File: config.mk
export PLATFORM = sky130hd
export DESIGN_NAME = pipe_hazard_ctrl_flat
export DESIGN_NICKNAME = d
export VERILOG_FILES = /design/src/rtl/pipe_ctrl_pkg.sv /design/src/rtl/pipe_hazard_ctrl_if.sv /design/src/rtl/pipe_hazard_cmp.sv /design/src/rtl/pipe_hazard_ctrl.sv /design/src/flat_wrapper.sv
export SDC_FILE = /design/constraint.sdc
export NUM_CORES = 1
export LEC_CHECK = 0
export BUFFER_PORTS_ARGS = -buffer_cell sky130_fd_sc_hd__buf_2
export CAP_MARGIN = 20
export CELL_PAD_IN_SITES_DETAIL_PLACEMENT = 0
export CELL_PAD_IN_SITES_GLOBAL_PLACEMENT = 2
export CORE_MARGIN = 5
export CORE_UTILIZATION = 25
export DETAILED_ROUTE_END_ITERATION = 7
export GPL_TIMING_DRIVEN = 0
export MAX_ROUTING_LAYER = met4
export PLACE_DENSITY_LB_ADDON = 0.1
export SLEW_MARGIN = 20
export SYNTH_ARGS = -nofsm -noshare
export SYNTH_HDL_FRONTEND = slang
export SYNTH_HIERARCHICAL = 1
export SYNTH_SLANG_ARGS = --single-unit
export TNS_END_PERCENT = 30
File: constraint.sdc
create_clock -name clk -period 1.86 [get_ports clk]
set_clock_uncertainty 0.1 [all_clocks]
set_input_delay 0.093 -clock clk [delete_from_list [all_inputs] [get_ports clk]]
set_output_delay 0.093 -clock clk [all_outputs]
set_load 0.1 [all_outputs]
File: src/rtl/pipe_ctrl_pkg.sv
// Shared definitions for the pipeline hazard sequencer: state encoding,
// stage-register control bundle and the bubble control-field constant.
package pipe_ctrl_pkg;

    localparam int STATE_W = 2;
    localparam int REG_W   = 5;
    localparam int CTRL_W  = 12;

    typedef enum logic [STATE_W-1:0] {
        ST_RUN      = 2'd0,
        ST_LU_STALL = 2'd1,
        ST_MEM_WAIT = 2'd2
    } state_t;

    // Control fields of a stage register holding a bubble are all zero.
    localparam logic [CTRL_W-1:0] BUBBLE_CTRL = '0;

    typedef struct packed {
        logic pc_we;
        logic if_id_we;
        logic id_ex_we;
        logic ex_mem_we;
        logic if_id_flush;
        logic id_ex_flush;
    } stage_ctl_t;

    localparam stage_ctl_t CTL_RESET    = '{1'b0, 1'b1, 1'b1, 1'b1, 1'b1, 1'b1};
    localparam stage_ctl_t CTL_FREEZE   = '{1'b0, 1'b0, 1'b0, 1'b0, 1'b0, 1'b0};
    localparam stage_ctl_t CTL_REDIRECT = '{1'b1, 1'b1, 1'b1, 1'b1, 1'b1, 1'b1};
    localparam stage_ctl_t CTL_LOADUSE  = '{1'b0, 1'b0, 1'b1, 1'b1, 1'b0, 1'b1};
    localparam stage_ctl_t CTL_ADVANCE  = '{1'b1, 1'b1, 1'b1, 1'b1, 1'b0, 1'b0};

endpackage

File: src/rtl/pipe_hazard_ctrl_if.sv
// Hazard-controller bundle: ID/EX/MEM hazard inputs toward the sequencer and
// the stage-register enables, flushes and status back to the pipeline.
interface pipe_hazard_ctrl_if;
    import pipe_ctrl_pkg::*;

    logic [REG_W-1:0]   id_rs1;
    logic [REG_W-1:0]   id_rs2;
    logic               id_use_rs1;
    logic               id_use_rs2;
    logic [REG_W-1:0]   ex_rd;
    logic               ex_mem_read;
    logic               ex_redirect;
    logic               dmem_busy;

    logic               pc_we;
    logic               if_id_we;
    logic               id_ex_we;
    logic               ex_mem_we;
    logic               if_id_flush;
    logic               id_ex_flush;
    logic               err_timeout;
    logic [STATE_W-1:0] state_o;

    modport master (
        output id_rs1, id_rs2, id_use_rs1, id_use_rs2, ex_rd, ex_mem_read,
               ex_redirect, dmem_busy,
        input  pc_we, if_id_we, id_ex_we, ex_mem_we, if_id_flush, id_ex_flush,
               err_timeout, state_o
    );

    modport slave (
        input  id_rs1, id_rs2, id_use_rs1, id_use_rs2, ex_rd, ex_mem_read,
               ex_redirect, dmem_busy,
        output pc_we, if_id_we, id_ex_we, ex_mem_we, if_id_flush, id_ex_flush,
               err_timeout, state_o
    );

endinterface

File: src/rtl/pipe_hazard_cmp.sv
// Combinational load-use comparator: a source read in ID matches a non-x0
// destination of a valid producer in EX. Also used by the forwarding unit.
module pipe_hazard_cmp
    import pipe_ctrl_pkg::*;
(
    input  logic [REG_W-1:0] i_rs1,
    input  logic [REG_W-1:0] i_rs2,
    input  logic             i_use_rs1,
    input  logic             i_use_rs2,
    input  logic [REG_W-1:0] i_rd,
    input  logic             i_rd_valid,
    output logic             o_hazard
);

    logic w_rs1_hit;
    logic w_rs2_hit;

    assign w_rs1_hit = i_use_rs1 && (i_rs1 == i_rd);
    assign w_rs2_hit = i_use_rs2 && (i_rs2 == i_rd);
    assign o_hazard  = i_rd_valid && (i_rd != '0) && (w_rs1_hit || w_rs2_hit);

endmodule

File: src/rtl/pipe_hazard_ctrl.sv
// Stall/flush sequencer for the 5-stage pipeline with dmem watchdog.
// Optional PIPE_HAZARD_CTRL_PERF_EN adds stall/flush performance counters.
module pipe_hazard_ctrl
    import pipe_ctrl_pkg::*;
#(
    parameter int MAX_WAIT = 64
)
(
    input  logic              clk,
    input  logic              reset,
    pipe_hazard_ctrl_if.slave hz
`ifdef PIPE_HAZARD_CTRL_PERF_EN
    ,
    output logic [31:0]       perf_stall_cnt,
    output logic [31:0]       perf_flush_cnt
`endif
);

    localparam logic [7:0] WAIT_LAST = 8'(MAX_WAIT - 1);

    state_t     r_state;
    logic [7:0] r_wait_cnt;
    logic       r_err;

    state_t     w_nxt;
    stage_ctl_t w_ctl;
    stage_ctl_t w_out;
    logic       w_load_use;

    pipe_hazard_cmp u_cmp (
        .i_rs1      (hz.id_rs1),
        .i_rs2      (hz.id_rs2),
        .i_use_rs1  (hz.id_use_rs1),
        .i_use_rs2  (hz.id_use_rs2),
        .i_rd       (hz.ex_rd),
        .i_rd_valid (hz.ex_mem_read),
        .o_hazard   (w_load_use)
    );

    // Priority: memory freeze, then redirect, then load-use (masked right after a bubble).
    always_comb begin
        w_nxt = ST_RUN;
        w_ctl = CTL_ADVANCE;
        if (hz.dmem_busy) begin
            w_nxt = ST_MEM_WAIT;
            w_ctl = CTL_FREEZE;
        end else if (hz.ex_redirect) begin
            w_nxt = ST_RUN;
            w_ctl = CTL_REDIRECT;
        end else if (w_load_use && (r_state != ST_LU_STALL)) begin
            w_nxt = ST_LU_STALL;
            w_ctl = CTL_LOADUSE;
        end
    end

    assign w_out = reset ? CTL_RESET : w_ctl;

    assign hz.pc_we       = w_out.pc_we;
    assign hz.if_id_we    = w_out.if_id_we;
    assign hz.id_ex_we    = w_out.id_ex_we;
    assign hz.ex_mem_we   = w_out.ex_mem_we;
    assign hz.if_id_flush = w_out.if_id_flush;
    assign hz.id_ex_flush = w_out.id_ex_flush;
    assign hz.state_o     = reset ? ST_RUN : r_state;
    assign hz.err_timeout = r_err;

    always_ff @(posedge clk) begin
        if (reset) begin
            r_state    <= ST_RUN;
            r_wait_cnt <= '0;
            r_err      <= 1'b0;
        end else begin
            r_state <= w_nxt;
            // Counts consecutive frozen cycles; saturates so a long hang never re-arms.
            if (hz.dmem_busy) begin
                if (r_wait_cnt != 8'hFF) begin
                    r_wait_cnt <= r_wait_cnt + 8'd1;
                end
            end else begin
                r_wait_cnt <= '0;
            end
            if (hz.dmem_busy && (r_wait_cnt == WAIT_LAST)) begin
                r_err <= 1'b1;
            end
        end
    end

`ifdef PIPE_HAZARD_CTRL_PERF_EN
    logic [31:0] r_perf_stall;
    logic [31:0] r_perf_flush;

    always_ff @(posedge clk) begin
        if (reset) begin
            r_perf_stall <= '0;
            r_perf_flush <= '0;
        end else begin
            if (!w_ctl.pc_we) begin
                r_perf_stall <= r_perf_stall + 32'd1;
            end
            if (w_ctl.id_ex_flush) begin
                r_perf_flush <= r_perf_flush + 32'd1;
            end
        end
    end

    assign perf_stall_cnt = r_perf_stall;
    assign perf_flush_cnt = r_perf_flush;
`endif

endmodule

File: src/flat_wrapper.sv
// flat-port wrapper written by rule: the top's interface ports become plain ports
module pipe_hazard_ctrl_flat import pipe_ctrl_pkg::*;
#(
    parameter int MAX_WAIT = 64
)
  (clk, reset, hz_id_rs1, hz_id_rs2, hz_id_use_rs1, hz_id_use_rs2, hz_ex_rd, hz_ex_mem_read, hz_ex_redirect, hz_dmem_busy, hz_pc_we, hz_if_id_we, hz_id_ex_we, hz_ex_mem_we, hz_if_id_flush, hz_id_ex_flush, hz_err_timeout, hz_state_o);
  pipe_hazard_ctrl_if hz_i ();
  input  logic clk;
  input  logic reset;
  input wire logic [$bits(hz_i.id_rs1)-1:0] hz_id_rs1;
  input wire logic [$bits(hz_i.id_rs2)-1:0] hz_id_rs2;
  input wire logic [$bits(hz_i.id_use_rs1)-1:0] hz_id_use_rs1;
  input wire logic [$bits(hz_i.id_use_rs2)-1:0] hz_id_use_rs2;
  input wire logic [$bits(hz_i.ex_rd)-1:0] hz_ex_rd;
  input wire logic [$bits(hz_i.ex_mem_read)-1:0] hz_ex_mem_read;
  input wire logic [$bits(hz_i.ex_redirect)-1:0] hz_ex_redirect;
  input wire logic [$bits(hz_i.dmem_busy)-1:0] hz_dmem_busy;
  output wire logic [$bits(hz_i.pc_we)-1:0] hz_pc_we;
  output wire logic [$bits(hz_i.if_id_we)-1:0] hz_if_id_we;
  output wire logic [$bits(hz_i.id_ex_we)-1:0] hz_id_ex_we;
  output wire logic [$bits(hz_i.ex_mem_we)-1:0] hz_ex_mem_we;
  output wire logic [$bits(hz_i.if_id_flush)-1:0] hz_if_id_flush;
  output wire logic [$bits(hz_i.id_ex_flush)-1:0] hz_id_ex_flush;
  output wire logic [$bits(hz_i.err_timeout)-1:0] hz_err_timeout;
  output wire logic [$bits(hz_i.state_o)-1:0] hz_state_o;
  assign hz_i.id_rs1 = hz_id_rs1;
  assign hz_i.id_rs2 = hz_id_rs2;
  assign hz_i.id_use_rs1 = hz_id_use_rs1;
  assign hz_i.id_use_rs2 = hz_id_use_rs2;
  assign hz_i.ex_rd = hz_ex_rd;
  assign hz_i.ex_mem_read = hz_ex_mem_read;
  assign hz_i.ex_redirect = hz_ex_redirect;
  assign hz_i.dmem_busy = hz_dmem_busy;
  assign hz_pc_we = hz_i.pc_we;
  assign hz_if_id_we = hz_i.if_id_we;
  assign hz_id_ex_we = hz_i.id_ex_we;
  assign hz_ex_mem_we = hz_i.ex_mem_we;
  assign hz_if_id_flush = hz_i.if_id_flush;
  assign hz_id_ex_flush = hz_i.id_ex_flush;
  assign hz_err_timeout = hz_i.err_timeout;
  assign hz_state_o = hz_i.state_o;
  pipe_hazard_ctrl #(.MAX_WAIT(MAX_WAIT)) u_core (.clk(clk), .reset(reset), .hz(hz_i));
endmodule
==> summary.md <==
| Metric | Value |
|---|---|
| Final hold vios | 0 |
| Starting Density | 25.8% |
| Pint | 379 uW |
| Clock Pin Slew Worst Setup and Hold Paths | 0.08 ns |
| Critical Path Source | hz_ex_rd[2] |
| Top cell type's share of synthesized area | between 30% and 40% |
| Crit path to | hz_pc_we |
| Post-synthesis sequential area ratio | a little under a third |
| Switch share | between 30% and 40% |
| WP data required | 1.67 ns |
| Aggregate global routing overflow | 0 |
| Synth Instances | 81 |
| TritonCTS Sinks | 11 |
| Top post-synthesis cells by area | dfxtp_1, xor2_1, a21oi_1, nand3_1, and4_1 |
| Post-Syn Area per Cell | 8.70 sq um |
| Finished layout cell area | 998 sq um |
| Flop pwr share | 42.1% |
| Final layout net count | 139 |
| Syn_nets | ~100 |
| Slew headroom | 67.8% |
| Critical R2R Launch | u_core/r_wait_cnt[0] |
| Outcome | complete, no violations |
| Max cap viols | 0 |
| DR vias | 698 |
| Fin crit period | 1.74 ns |
| Clock root cell | clkbuf_4 |
| Later-pin clock latency in the skew report | about 0.27 ns |
| # rows | 19 |
| Slowest stage delay, CP | 0.28 ns |
| Layout cell share with drive strength beyond 1 | between 40% and 50% |
| All-Layer GR Usage | between 10% and 20% |
| Clock power frac | 28.9% |
| Setup Fix Bufs, Post-CTS | 0 |
| Fin crit share | 93.7% |
| GPL Wtd Cong | between 0.7 and 0.8 |
| Max VDD drop | 0.351 mV |
| Final Power | 575 uW |
| Leakage | 0.000424 uW |
| # DRC | 0 |
| Initial antenna violation count | 0 |
| Setup CP Type | input port to output port |
| Core area | 2730 sq um |
| Largest net degree at the start of global routing | 11 |
| Number of DRC markers in iteration 0 | 23 |
| Drt total wl | 1.86 mm |
| Worst R2R Path Depth | 5 |
| Yosys reg bits | 11 |
| Distinct cells, synth | 33 |
| WP data arrival | 1.55 ns |
| Largest area contributor in the netlist | dfxtp_1 |
| First-pass GRT wire length | approximately 3.2 mm |
| Tightest Hold Check Type | input port to flop |
| Slowest CP cell | nor4_2 |
| Clock tree buffer depth | 2 |
| Worst r2r dst | u_core/r_wait_cnt[3] |
| Warnings, synthesis | 6 |
| IO Pins | 31 |
| Drt pass-1 iters | 4 |
| Min-delay src | hz_dmem_busy |
| Slew @ Worst Pin | 0.486 ns |
| Dpl hpwl | around 1.4 mm |
| Vias in the first global route | 709 |
| Mapped Area | 704 sq um |
| RSZ-0062 raised after global routing | false |
| Post-DRT Antenna Nets | 0 |
| Element type at the critical path end | output port |
| Port Buffers | 29 |
| Max Clock Freq | between 500 and 600 MHz |
| Reg2reg setup slack | 0.32 ns |
| WL/cell | 12.8 microns |
| Die Ht | ~63 microns |
| CP startpoint kind | input port |
| Post-Route Setup TNS | 0 ns |
| Cell Chain, Critical Path | buf_2, xor2_1, nor4_2, nand3_1, a21oi_1, inv_1, a211oi_4, nor3_4, clkbuf_4 |
| Comb power frac | between 20% and 30% |
| Fillers | around 290 |
| Total clock buffers created by CTS | 3 |
| Routed vias/inst | between 4 and 5 |
| Area after DPL | between 900 and 1000 sq um |
| Setup violations, final | 0 |
| Psw | 196 uW |
| Ant diodes | 0 |
| Worst-path fanout max | 3 |
| CTS tree | done |
| Area growth syn-to-layout | 41.7% |
| Width of the chip | ~63 microns |
| # H-tree levels | 1 |
| Die Area | a little under 4000 sq um |
| PwrDens | 576 nW/um^2 |
| Max Transition Viols Final | 0 |
==> critical path, delay by kind of cell <==
family / cells / cell delay, ns
buf+inv: 3 / 0.49
simple gates: 3 / 0.42
compound gates: 2 / 0.38
xor+xnor: 1 / 0.16
==> cells by family after synthesis <==
family	after synthesis	synth area share, %
simple gates	28	25.6
compound gates	21	20.8
flops	11	31.3
xor+xnor	10	12.4
buf+inv	9	6.75
mux	1	1.42
fa+ha+maj	1	1.78
==> worst min-delay path by stage <==
stage                                   end  slack, ns  cells after the start
after global routing      u_core/r_state[0]       0.02                      2
after floorplan           u_core/r_state[0]       0.07                      1
after detailed placement  u_core/r_state[0]       0.21                      2
final                     u_core/r_state[0]       0.01                      2
after global placement    u_core/r_state[0]       0.20                      2
after CTS                 u_core/r_state[0]      0.003                      2
==> registers in the layout (all words and copies together), names as in the netlist <==
| register | flops |
|---|---|
| u_core/r_wait_cnt | 8 |
| u_core/r_state | 2 |
| u_core/hz.err_timeout | 1 |
==> synthesized netlist by cell type (all sizes together) <==
cell	count
a21o	3
buf	4
ha	1
dfxtp	11
nand2b	1
a21bo	1
nand3	6
or4	1
nor2	3
a31oi	2
nor3	3
and3	2
o21ai	2
a21oi	6
xnor2	2
xor2	8
o21bai	2
a41oi	1
a311oi	1
nand2	2
nor4	3
and4	3
and4b	1
inv	5
a211oi	3
mux2i	1
nor2b	3
==> power groups by stage <==
stage / logic [uW] / clock network (uW) / registers [uW]
2_1_floorplan: 108 / 0 / 247
5_1_grt: 179 / 184 / 243
6_report: 167 / 166 / 242
4_1_cts: 157 / 174 / 242
3_3_place_gp: 151 / 0 / 248
3_5_place_dp: 151 / 0 / 248
==> final cells by class <==
type / instances / area (sq um) / area share [%]
tap: 31 / 38.8 / 3.88
sequential: 11 / 220 / 22.1
inverter: 5 / 18.8 / 1.88
timing repair buffer: 30 / 184 / 18.4
multi-input combinational: 61 / 482 / 48.2
clock buffer: 4 / 26.3 / 2.63
buffer: 4 / 28.8 / 2.88
==> per-stage QoR <==
step	util (%)	instances	setup slack, ns	hold slack [ns]
finish	36.5	146	0.118	0.0111
global route	36.5	146	0.00686	0.0206
CTS	35.1	146	-0.00225	0.00256
detailed placement	33.2	141	-0.223	0.207
global placement	33.2	141	-0.201	0.200
floorplan	-	81	-0.105	0.0700
==> per-layer routing <==
| metal | GRT usage [%] | up-vias | wire (microns) |
|---|---|---|---|
| met4 | 4.77 | 0 | 16 |
| met2 | 15.6 | 23 | 842 |
| li1 | - | 360 | - |
| met5 | - | - | 0 |
| met1 | 11.2 | 313 | 805 |
| met3 | 3.91 | 2 | 199 |
==> cell usage in the layout, fill, tap and decap left out, types with 3 or more instances in the layout <==
cell | Yosys | routed
a21o_1 | 3 | 3
a21oi_1 | 6 | 6
and4_1 | 3 | 3
buf_2 | 2 | 26
buf_4 | 1 | 3
clkbuf_4 | 0 | 4
dfxtp_1 | 11 | 11
inv_1 | 5 | 5
nand3_1 | 6 | 6
nor2_1 | 3 | 3
xor2_1 | 8 | 7
==> timing repair <==
action / 4_1_cts / 5_1_grt
endpoints found under the setup margin: 3 / 3
pin swaps: 0 / 5
hold buffers: 1 / 0
gates resized for setup: 4 / 8
endpoints found under the hold margin: 1 / 0
Note: power is estimated with default switching activity, not from simulation.
